**config.mk**
```make
export PLATFORM = sky130hd
export DESIGN_NAME = writeback_regfile_flat
export DESIGN_NICKNAME = d
export VERILOG_FILES = /design/src/rtl/writeback_regfile_pkg.sv /design/src/rtl/writeback_regfile_if.sv /design/src/rtl/writeback_regfile_pend_counter.sv /design/src/rtl/writeback_regfile.sv /design/src/flat_wrapper.sv
export SDC_FILE = /design/constraint.sdc
export NUM_CORES = 2
export LEC_CHECK = 0
export ABC_AREA = 1
export CAP_MARGIN = 5
export CORE_ASPECT_RATIO = 2
export CORE_MARGIN = 3
export CORE_UTILIZATION = 45
export CTS_BUF_LIST = sky130_fd_sc_hd__clkbuf_8
export DETAILED_ROUTE_END_ITERATION = 12
export PLACE_DENSITY_LB_ADDON = 0.08
export RECOVER_POWER = 100
export SLEW_MARGIN = 40
export SYNTH_ARGS = -nofsm -noshare
export SYNTH_HDL_FRONTEND = slang
export SYNTH_SLANG_ARGS = --single-unit
```
**constraint.sdc**
```tcl
create_clock -name clk -period 3.8 [get_ports clk]
set_clock_uncertainty 0.05 [all_clocks]
set_input_delay 0.57 -clock clk [delete_from_list [all_inputs] [get_ports clk]]
set_output_delay 0.57 -clock clk [all_outputs]
set_load 0.02 [all_outputs]
```
**src/rtl/writeback_regfile_pkg.sv**
```systemverilog
// Shared widths and index type for the writeback register file slice.
package writeback_regfile_pkg;
    localparam int XLEN      = 32;
    localparam int PEND_W    = 2;
    localparam int REG_IDX_W = 5;
    localparam int NUM_IDX   = 1 << REG_IDX_W;

    typedef logic [REG_IDX_W-1:0] reg_idx_t;
endpackage

```
**src/rtl/writeback_regfile_if.sv**
```systemverilog
// Read, issue and writeback channels between decode/execute and the register file.
interface writeback_regfile_if
    import writeback_regfile_pkg::*;
#(
    parameter int XLEN = writeback_regfile_pkg::XLEN
);
    reg_idx_t            rs1_addr;
    reg_idx_t            rs2_addr;
    logic [XLEN-1:0]     rs1_data;
    logic [XLEN-1:0]     rs2_data;
    logic                hazard_stall;
    logic                issue_valid;
    reg_idx_t            issue_rd;
    logic                issue_ready;
    logic                wb_valid;
    reg_idx_t            wb_rd;
    logic [XLEN-1:0]     wb_data;

    modport master (
        output rs1_addr, rs2_addr, issue_valid, issue_rd, wb_valid, wb_rd, wb_data,
        input  rs1_data, rs2_data, hazard_stall, issue_ready
    );

    modport slave (
        input  rs1_addr, rs2_addr, issue_valid, issue_rd, wb_valid, wb_rd, wb_data,
        output rs1_data, rs2_data, hazard_stall, issue_ready
    );
endinterface

```
**src/rtl/writeback_regfile_pend_counter.sv**
```systemverilog
// Saturating up/down count of in-flight writers for one register; updates on the clock edge.
// inc and dec together hold the count; dec at zero and inc at full are ignored.
module pend_counter
    import writeback_regfile_pkg::*;
#(
    parameter int W = writeback_regfile_pkg::PEND_W
) (
    input  logic         clk,
    input  logic         reset_n,
    input  logic         inc,
    input  logic         dec,
    output logic [W-1:0] count,
    output logic         full,
    output logic         nonzero
);
    assign full    = &count;
    assign nonzero = |count;

    always_ff @(posedge clk or negedge reset_n) begin
        if (!reset_n) begin
            count <= '0;
        end else if (inc && !dec && !full) begin
            count <= count + 1'b1;
        end else if (dec && !inc && nonzero) begin
            count <= count - 1'b1;
        end
    end
endmodule

```
**src/rtl/writeback_regfile.sv**
```systemverilog
// Register file with same-cycle writeback bypass and per-register pending-writer scoreboard.
// Reads are combinational; issue is refused only when the destination counter is saturated.
module writeback_regfile
    import writeback_regfile_pkg::*;
#(
    parameter int XLEN     = writeback_regfile_pkg::XLEN,
    parameter int NUM_REGS = 32,
    parameter int PEND_W   = writeback_regfile_pkg::PEND_W
) (
    input  logic                clk,
    input  logic                reset_n,
    writeback_regfile_if.slave  rf
);
    logic [XLEN-1:0]    regs_q [NUM_IDX];
    logic [PEND_W-1:0]  cnt    [NUM_IDX];
    logic [NUM_IDX-1:0] full;
    logic [NUM_IDX-1:0] nonzero;
    logic               issue_rdy;

    // A writeback to the same register frees a slot in the cycle it retires.
    assign issue_rdy      = !(full[rf.issue_rd] && !(rf.wb_valid && rf.wb_rd == rf.issue_rd));
    assign rf.issue_ready = issue_rdy;

    for (genvar i = 0; i < NUM_IDX; i++) begin : g_pend
        if (i > 0 && i < NUM_REGS) begin : g_live
            logic inc;
            logic dec;
            assign inc = rf.issue_valid && issue_rdy && rf.issue_rd == reg_idx_t'(i);
            assign dec = rf.wb_valid && rf.wb_rd == reg_idx_t'(i);

            pend_counter #(.W(PEND_W)) u_cnt (
                .clk     (clk),
                .reset_n (reset_n),
                .inc     (inc),
                .dec     (dec),
                .count   (cnt[i]),
                .full    (full[i]),
                .nonzero (nonzero[i])
            );
        end else begin : g_none
            assign cnt[i]     = '0;
            assign full[i]    = 1'b0;
            assign nonzero[i] = 1'b0;
        end
    end

    always_ff @(posedge clk or negedge reset_n) begin
        if (!reset_n) begin
            for (int i = 0; i < NUM_IDX; i++) begin
                regs_q[i] <= '0;
            end
        end else begin
            for (int i = 1; i < NUM_REGS; i++) begin
                if (rf.wb_valid && rf.wb_rd == reg_idx_t'(i)) begin
                    regs_q[i] <= rf.wb_data;
                end
            end
        end
    end

    function automatic logic [XLEN-1:0] read_mux(
        input reg_idx_t        addr,
        input logic            wb_vld,
        input reg_idx_t        wb_rd,
        input logic [XLEN-1:0] wb_dat,
        input logic [XLEN-1:0] stored
    );
        if (addr == '0)                   return '0;
        else if (wb_vld && wb_rd == addr) return wb_dat;
        else                              return stored;
    endfunction

    // A lone outstanding writer retiring this cycle is covered by the bypass.
    function automatic logic hazard(
        input reg_idx_t          addr,
        input logic [PEND_W-1:0] count,
        input logic              nz,
        input logic              wb_vld,
        input reg_idx_t          wb_rd
    );
        return (addr != '0) && nz && !(count == PEND_W'(1) && wb_vld && wb_rd == addr);
    endfunction

    assign rf.rs1_data = read_mux(rf.rs1_addr, rf.wb_valid, rf.wb_rd, rf.wb_data,
                                  regs_q[rf.rs1_addr]);
    assign rf.rs2_data = read_mux(rf.rs2_addr, rf.wb_valid, rf.wb_rd, rf.wb_data,
                                  regs_q[rf.rs2_addr]);

    assign rf.hazard_stall =
        hazard(rf.rs1_addr, cnt[rf.rs1_addr], nonzero[rf.rs1_addr], rf.wb_valid, rf.wb_rd) ||
        hazard(rf.rs2_addr, cnt[rf.rs2_addr], nonzero[rf.rs2_addr], rf.wb_valid, rf.wb_rd);
endmodule

```
**src/flat_wrapper.sv**
```systemverilog
// flat-port wrapper written by rule: the top's interface ports become plain ports
module writeback_regfile_flat import writeback_regfile_pkg::*;
#(
    parameter int XLEN     = writeback_regfile_pkg::XLEN,
    parameter int NUM_REGS = 32,
    parameter int PEND_W   = writeback_regfile_pkg::PEND_W
)
  (clk, reset_n, rf_rs1_addr, rf_rs2_addr, rf_issue_valid, rf_issue_rd, rf_wb_valid, rf_wb_rd, rf_wb_data, rf_rs1_data, rf_rs2_data, rf_hazard_stall, rf_issue_ready);
  writeback_regfile_if #(.XLEN(XLEN)) rf_i ();
  input  logic clk;
  input  logic reset_n;
  input wire logic [$bits(rf_i.rs1_addr)-1:0] rf_rs1_addr;
  input wire logic [$bits(rf_i.rs2_addr)-1:0] rf_rs2_addr;
  input wire logic [$bits(rf_i.issue_valid)-1:0] rf_issue_valid;
  input wire logic [$bits(rf_i.issue_rd)-1:0] rf_issue_rd;
  input wire logic [$bits(rf_i.wb_valid)-1:0] rf_wb_valid;
  input wire logic [$bits(rf_i.wb_rd)-1:0] rf_wb_rd;
  input wire logic [$bits(rf_i.wb_data)-1:0] rf_wb_data;
  output wire logic [$bits(rf_i.rs1_data)-1:0] rf_rs1_data;
  output wire logic [$bits(rf_i.rs2_data)-1:0] rf_rs2_data;
  output wire logic [$bits(rf_i.hazard_stall)-1:0] rf_hazard_stall;
  output wire logic [$bits(rf_i.issue_ready)-1:0] rf_issue_ready;
  assign rf_i.rs1_addr = rf_rs1_addr;
  assign rf_i.rs2_addr = rf_rs2_addr;
  assign rf_i.issue_valid = rf_issue_valid;
  assign rf_i.issue_rd = rf_issue_rd;
  assign rf_i.wb_valid = rf_wb_valid;
  assign rf_i.wb_rd = rf_wb_rd;
  assign rf_i.wb_data = rf_wb_data;
  assign rf_rs1_data = rf_i.rs1_data;
  assign rf_rs2_data = rf_i.rs2_data;
  assign rf_hazard_stall = rf_i.hazard_stall;
  assign rf_issue_ready = rf_i.issue_ready;
  writeback_regfile #(.XLEN(XLEN), .NUM_REGS(NUM_REGS), .PEND_W(PEND_W)) u_core (.clk(clk), .reset_n(reset_n), .rf(rf_i));
endmodule
```
# [After elaboration in Yosys (flattened, before gate mapping)]
# Index checks and enable logic that the tools add are counted.
[op_classes] shift=0 add_sub_neg=62 mux=84 reduce_logical=394 n_bitwise=2 div=0 multipliers=0 order_cmp=5 eq_ne=67
[op_table] cell="$bmux W32 S5" n=2
[op_table] cell="$mux W32" n=8
[op_table] cell="$logic_and A1 B1 Y1" n=199
[op_table] cell="$eq A5 B5 Y1 const B" n=32
[op_table] cell="$mux W2" n=66
[op_table] cell="$logic_not A1 Y1" n=97
[op_table] cell="$eq A5 B4 Y1 const B" n=16
[op_table] cell="$add A2 B1 Y2 const B" n=31
[op_table] cell="$reduce_and A2 Y1" n=31
[op_table] cell="$reduce_bool A2 Y1" n=31
[op_table] cell="$reduce_or A2 Y1" n=31
[op_table] cell="$sub A2 B1 Y2 const B" n=31
[op_table] cell="$eq A5 B3 Y1 const B" n=8
[op_table] cell="$bmux W2 S5" n=2
[op_table] cell="$eq A5 B2 Y1 const B" n=4
[op_table] cell="$lt A5 B6 Y1 const B" n=3
[op_table] cell="$bmux W1 S5" n=3
[op_table] cell="$eq A5 B5 Y1" n=3
[op_table] cell="$ge A6 B6 Y1 const B" n=2
[op_table] cell="$not A5 Y6" n=2
[op_table] cell="$eq A5 B1 Y1 const B" n=2
[op_table] cell="$logic_not A5 Y1" n=2
[op_table] cell="$reduce_bool A5 Y1" n=2
[op_table] cell="$eq A2 B1 Y1 const B" n=2
[op_table] cell="2 further kinds" n=4
[totals] output_inout_bits=66 latchBits=0 ram_bits=0 wordCells=676 in_bits=56 mem_count=0 ff_bits=1054 rom_bits=0

# [Longest topological paths before layout]
[depth] depth_word=12 ltp_mapped=17 mapped_depth_nobuf=15

# [By module]
# Synthesis repeated with hierarchy kept, for this count alone.
[unflattened] hier_cells=8537 hier_area_um2=60122.7
[by_module_without_submodules] mod="writeback_regfile" area_each_um2=55972.4 n_inst=1 cells_per_inst=7855 seq_area_each_um2=24823.8
[by_module_without_submodules] mod="pend_counter" area_each_um2=133.9 n_inst=31 cells_per_inst=22 seq_area_each_um2=50.0

# [Worst setup path after synthesis]
# No wires, ideal clock.
[synth_path] path_type="input to output" start="input port rf_rs2_addr[0]" end="output port rf_rs2_data[20]" t_arrival_ns=2.239 cell_stages=10 path_buffers=3 path_slack_ns=0.941 t_required_ns=3.180 path_cell_list="buf_2 nor2_1 inv_2 clkbuf_1 buf_2 o221ai_1 nor2_1 o211ai_1 nand3_1 a21oi_1"
[synth_via] elab_chain_len=6 elab_cells_between_ends=9 cone_classes="eq/ne: 1; mux: 5; bitwise: 1; reduce/logical: 2"
[synth_lines] element="start, declared" line_no="flat_wrapper.sv:13" source="input wire logic [$bits(rf_i.rs2_addr)-1:0] rf_rs2_addr;"
[synth_lines] element="$not A5 Y6 (not written as such)" line_no="writeback_regfile.sv:87" source="regs_q[rf.rs2_addr]);"
[synth_lines] element="$bmux W32 S5" line_no="writeback_regfile.sv:87"
[synth_lines] element="$mux W32 (not written as such) (2 in series)" line_no="writeback_regfile.sv:87"
[synth_lines] element="$mux W32" line_no="writeback_regfile.sv:69" source="else if (wb_vld && wb_rd == addr) return wb_dat;"
[synth_lines] element="$mux W32 *" line_no="writeback_regfile.sv:68" source="if (addr == '0) return '0;"
[synth_lines] element="end, declared" line_no="flat_wrapper.sv:20" source="output wire logic [$bits(rf_i.rs2_data)-1:0] rf_rs2_data;"
# Mark *: on every way between the ends. The rest lies on a longest branch, timed or not. The select of a mux whose other input is x is not followed.

# [Worst setup path in the final report]
[layout_path] start="input port rf_rs1_addr[0]" end="output port rf_rs1_data[12]"
[layout_via] elab_chain_len=6 elab_cells_between_ends=9 cone_classes="eq/ne: 1; mux: 5; bitwise: 1; reduce/logical: 2"
[layout_lines] element="start, declared" line_no="flat_wrapper.sv:12" source="input wire logic [$bits(rf_i.rs1_addr)-1:0] rf_rs1_addr;"
[layout_lines] element="$not A5 Y6 (not written as such)" line_no="writeback_regfile.sv:85" source="regs_q[rf.rs1_addr]);"
[layout_lines] element="$bmux W32 S5" line_no="writeback_regfile.sv:85"
[layout_lines] element="$mux W32 (not written as such) (2 in series)" line_no="writeback_regfile.sv:85"
[layout_lines] element="$mux W32" line_no="writeback_regfile.sv:69"
[layout_lines] element="$mux W32 *" line_no="writeback_regfile.sv:68"
[layout_lines] element="end, declared" line_no="flat_wrapper.sv:19" source="output wire logic [$bits(rf_i.rs1_data)-1:0] rf_rs1_data;"
# Marks and branches as above.

==> Flow_metrics.wiki <==
{| class="wikitable"
! Metric !! Value
|-
| Mapped Area || 0.0582 mm2
|-
| Max layer used || met5
|-
| Routed wirelength normalized by instance count || 29.6 um
|-
| Deepest level of the CTS H-tree || 4
|-
| Internal || 0.0214 W
|-
| Amount of wire on met2 after detailed routing || 125 mm
|-
| Final period demand of the worst path || 3.81 ns
|-
| Compound-gate portion of the synthesized area || 0.299
|-
| Worst Setup Path Type || primary input to output pin
|-
| Via count of the first global-routing pass || 58,633
|-
| Clock network power share || 0.302
|-
| Number of standard-cell rows in the floorplan || 186
|-
| Number of max-cap violations || 25
|-
| Y dimension of the die || 515 um
|-
| Fraction of synthesized area in multiplexers || 0
|-
| Top_reg_cell synth || sky130_fd_sc_hd__dfrtp_1
|-
| Number of detailed-routing iterations run before antenna repair || 6
|-
| Reg-to-reg slack, setup || 0.60 ns
|-
| Number of placed I/O pins || 122
|-
| Kind of end point of the critical path || output pin
|-
| Area fraction of the dominant cell type after synthesis || 0.453
|-
| DRT iter0 DRCs || 7,995
|-
| Number of antenna violations at the first check in global routing || 14
|-
| Adder-cell area share of the yosys netlist || 0
|-
| Worst slew margin relative to its limit || -0.745
|-
| Via count || 61,536
|-
| Dominant combinational cell family by area after synthesis || compound AO/OA/AOI/OAI gates
|-
| Detailed-routing wirelength on met1 || 97.9 mm
|-
| Area of the die || 0.134 mm2
|-
| Kind of start point of the critical path || primary input
|-
| Setup slack after layout || -0.0124 ns
|-
| Min-Delay Endpoint || u_core.g_pend[20].g_live.u_cnt.count[1]
|-
| Number of I/O port buffers || 121
|-
| Worst Tran Pin Value || 2.62 ns
|-
| Max Freq || 262 MHz
|-
| Final wirelength || 284 mm
|-
| Violations in the final reports || capacitance limit, slew limit, setup timing
|-
| Area leader, netlist || sky130_fd_sc_hd__dfrtp_1
|-
| Worst Min Path Start || rf_issue_valid
|-
| Post-synth EDFFs || 0
|-
| Final count of negative-setup-slack endpoints || 1
|-
| Leakage component of the power || 29.4 nW
|-
| Fraction of power consumed by combinational cells || 0.249
|-
| Number of CTS-inserted buffers || 163
|-
| Congestion Overflow GR || 0
|-
| Total power divided by cell area || 500 mW/mm2
|-
| Fin Hold WS || 0.242 ns
|-
| Top area cells in the synthesized netlist || sky130_fd_sc_hd__dfrtp_1 (45%), sky130_fd_sc_hd__o21ai_0 (14%), sky130_fd_sc_hd__nand2_1 (10%), sky130_fd_sc_hd__o221ai_1 (6.0%), sky130_fd_sc_hd__a21oi_1 (5.6%)
|-
| Proportion of layout cells with a drive suffix above 1 || 0.0902
|-
| Die Wd || 260 um
|-
| Worst hold path cell count || 5
|-
| Final antenna-violating net count || 0
|-
| Reg2reg end || u_core.g_pend[6].g_live.u_cnt.count[1]
|-
| Clock tree from TritonCTS || done
|-
| Xor and xnor area share after synthesis || 0.000602
|-
| Non-filler instance count after layout || 9,588
|-
| HPWL after detailed placement || 178 mm
|-
| Clock latency on the worst-skew pair || 0.93 ns
|-
| Launching point of the worst reg2reg path || u_core.g_pend[13].g_live.u_cnt.count[0]
|-
| Tcrit/Tclk final || 1.00
|-
| Drc violations || 0
|-
| Final weighted congestion in routability-driven placement || 0.959
|-
| Simple-gate portion of the synthesized area || 0.145
|-
| Net switching power || 0.0118 W
|-
| Crit path arrival time || 3.19 ns
|-
| Async set-or-reset flop fraction in the synthesized netlist || 1.00
|-
| Final Max Tran Viols || 1,063
|-
| Number of nets in the finished design || 7,832
|-
| Synth warnings || 32
|-
| Net count after synthesis || 7,799
|-
| Area grow syn2layout || 14.2%
|-
| Post-route cell area || 0.0665 mm2
|-
| Global-route wire length before repair || 408 mm
|-
| Clk sinks || 1,054
|-
| Post-route total power || 0.0332 W
|-
| Placeable Area || 0.128 mm2
|-
| Register-to-Register Path Depth || 14
|-
| Area after detailed placement || 0.0640 mm2
|-
| Netlist cell types || 38
|-
| Run status || finished with violations
|-
| Master cell of the clock root buffer || sky130_fd_sc_hd__clkbuf_8
|-
| Crit Path Max Fanout || 25
|-
| Count of placed standard cells including taps || 9,302
|-
| CTS clock-pin slew for the worst setup and hold paths || 0.07 ns
|-
| Global-route total usage across every layer || 0.419
|-
| Cell count after synthesis || 7,743
|-
| Sequential fraction of the synthesis area || 0.453
|-
| Vias per cell || 6.42
|-
| Clock buffer depth || 3
|-
| Effective utilization at floorplan || 0.453
|-
| Switching power as a share of total power || 0.357
|-
| Total of flip-flops plus latches after synthesis || 1,054
|-
| Worst supply voltage drop on vdd || 0.373 mV
|-
| Maximum number of pins on one net before global-route repair || 96
|-
| Type of the most critical hold path || primary input to flip-flop
|-
| Detailed-routed wire length on met3 || 31.3 mm
|-
| Per-instance average area after synthesis || 7.52 um2
|-
| Critical path data required time || 3.18 ns
|-
| Setup TNS after final layout || -0.0124 ns
|-
| Number of failing hold endpoints at the final stage || 0
|-
| Register share of total power || 0.449
|}
## power groups by stage
stage / Sequential, W / Clock (W) / Combinational (W)
after floorplan: 0.0147 / 0 / 0.00502
after global placement: 0.0150 / 0 / 0.00797
after detailed placement: 0.0150 / 0 / 0.00812
after CTS: 0.0149 / 0.0101 / 0.00817
after global routing: 0.0151 / 0.0105 / 0.00912
final: 0.0149 / 0.0100 / 0.00826
## flip-flops by register name (all words and copies together), names as in the netlist
name / cells
u_core.g_pend.g_live.u_cnt.count: 62
u_core.regs_q: 992
## per-stage QoR
step | worst slack (ns) | util
6_report | -0.0124 | 0.517
5_1_grt | -0.0147 | 0.517
4_1_cts | 0.0126 | 0.524
3_5_place_dp | -0.151 | 0.498
3_3_place_gp | -0.165 | 0.498
2_1_floorplan | 0.941 | -
## per-layer routing
layer / track usage / vias up
met5: 0 / -
met4: 0.349 / 10
met3: 0.106 / 1357
met2: 0.640 / 4224
met1: 0.493 / 29385
li1: - / 26560
## Yosys cell counts (53+ instances only)
master	n
sky130_fd_sc_hd__nand2_1	1608
sky130_fd_sc_hd__dfrtp_1	1054
sky130_fd_sc_hd__buf_1	53
sky130_fd_sc_hd__inv_1	812
sky130_fd_sc_hd__o221ai_1	399
sky130_fd_sc_hd__a21oi_1	657
sky130_fd_sc_hd__o21ai_0	1680
sky130_fd_sc_hd__buf_2	104
sky130_fd_sc_hd__o211ai_1	138
sky130_fd_sc_hd__nand3_1	224
sky130_fd_sc_hd__clkbuf_1	549
sky130_fd_sc_hd__nor2_1	202
## worst max-delay path by stage
stage                                  start              end  slack, ns  cells after the start
after floorplan               rf_rs2_addr[0]  rf_rs2_data[20]       0.94                     10
after global placement        rf_rs2_addr[0]  rf_rs2_data[12]      -0.17                     11
after detailed placement      rf_rs2_addr[0]  rf_rs2_data[12]      -0.15                     11
after CTS                 u_core.regs_q[904]   rf_rs2_data[8]       0.01                      9
after global routing             rf_wb_rd[3]   rf_rs1_data[8]      -0.01                     10
final                         rf_rs1_addr[0]  rf_rs1_data[12]      -0.01                     13
## repair_timing
item,4_1_cts,5_1_grt
hold endpoints to repair,36,0
setup endpoints to repair,10,23
buffers inserted,0,0
hold buffers,1,0
gates resized for setup,18,20
pin swaps,1,1
## critical path, stage by stage
cell,delay (ns)
sky130_fd_sc_hd__buf_8,0.22
sky130_fd_sc_hd__nor2_4,0.10
sky130_fd_sc_hd__inv_6,0.15
sky130_fd_sc_hd__buf_12,0.25
sky130_fd_sc_hd__buf_12,0.20
sky130_fd_sc_hd__buf_4,0.21
sky130_fd_sc_hd__o221ai_1,0.12
sky130_fd_sc_hd__o211ai_1,0.43
sky130_fd_sc_hd__nand3_1,0.15
sky130_fd_sc_hd__nand2_2,0.32
sky130_fd_sc_hd__a21oi_1,0.12
sky130_fd_sc_hd__buf_4,0.15
sky130_fd_sc_hd__buf_4,0.14
## layout by cell type, fill, tap and decap left out, types with 5 or more instances in the layout
cell                              netlist  layout
sky130_fd_sc_hd__nor3_1                18      18
sky130_fd_sc_hd__clkbuf_2               0      44
sky130_fd_sc_hd__buf_4                  4     256
sky130_fd_sc_hd__diode_2                0      11
sky130_fd_sc_hd__o21ai_1                1      10
sky130_fd_sc_hd__clkbuf_4               0      15
sky130_fd_sc_hd__inv_6                  0       8
sky130_fd_sc_hd__o2111ai_1             13      13
sky130_fd_sc_hd__nor2_4                 0      15
sky130_fd_sc_hd__nand2_2                2       5
sky130_fd_sc_hd__a22oi_1               28      28
sky130_fd_sc_hd__clkdlybuf4s50_1        0      80
sky130_fd_sc_hd__clkinv_2               0      14
sky130_fd_sc_hd__dlygate4sd3_1          0       8
sky130_fd_sc_hd__o211ai_1             138     138
sky130_fd_sc_hd__o22ai_1               37      37
sky130_fd_sc_hd__dfrtp_1             1054    1054
sky130_fd_sc_hd__o311ai_0              10       9
sky130_fd_sc_hd__a221oi_1              52      50
sky130_fd_sc_hd__nand2_1             1608    1602
sky130_fd_sc_hd__o221ai_1             399     399
sky130_fd_sc_hd__nand3b_1              10      10
sky130_fd_sc_hd__nand3_1              224     222
sky130_fd_sc_hd__o21ai_0             1680    1669
sky130_fd_sc_hd__inv_1                812     844
sky130_fd_sc_hd__nand4_1               50      50
sky130_fd_sc_hd__buf_12                 0      96
sky130_fd_sc_hd__nor2_1               202     192
sky130_fd_sc_hd__clkbuf_8               0     207
sky130_fd_sc_hd__a21oi_1              657     654
sky130_fd_sc_hd__clkbuf_1             549      63
sky130_fd_sc_hd__buf_2                104       7
sky130_fd_sc_hd__a211oi_1               5       5
sky130_fd_sc_hd__inv_2                  7       5
## cells by family after synthesis
logic type | after synthesis
AOI/OAI and AO/OA | 3028
and+or+nand+nor | 2124
buffers and inverters | 1533
DFF | 1054
xor gates and xnor gates | 4
## area by class of cell
cell class              instances  area (um2)
inverters                     823        3120
clock buffers                 207        2850
fillers                     12625       62000
repair buffers                578        5460
flip-flops and latches       1054       26400
clock inverters                67         422
multi-input cells            5156       26100
diodes                         11        27.5
well taps                    1692        2120
Note: power is estimated with default switching activity, not from simulation.
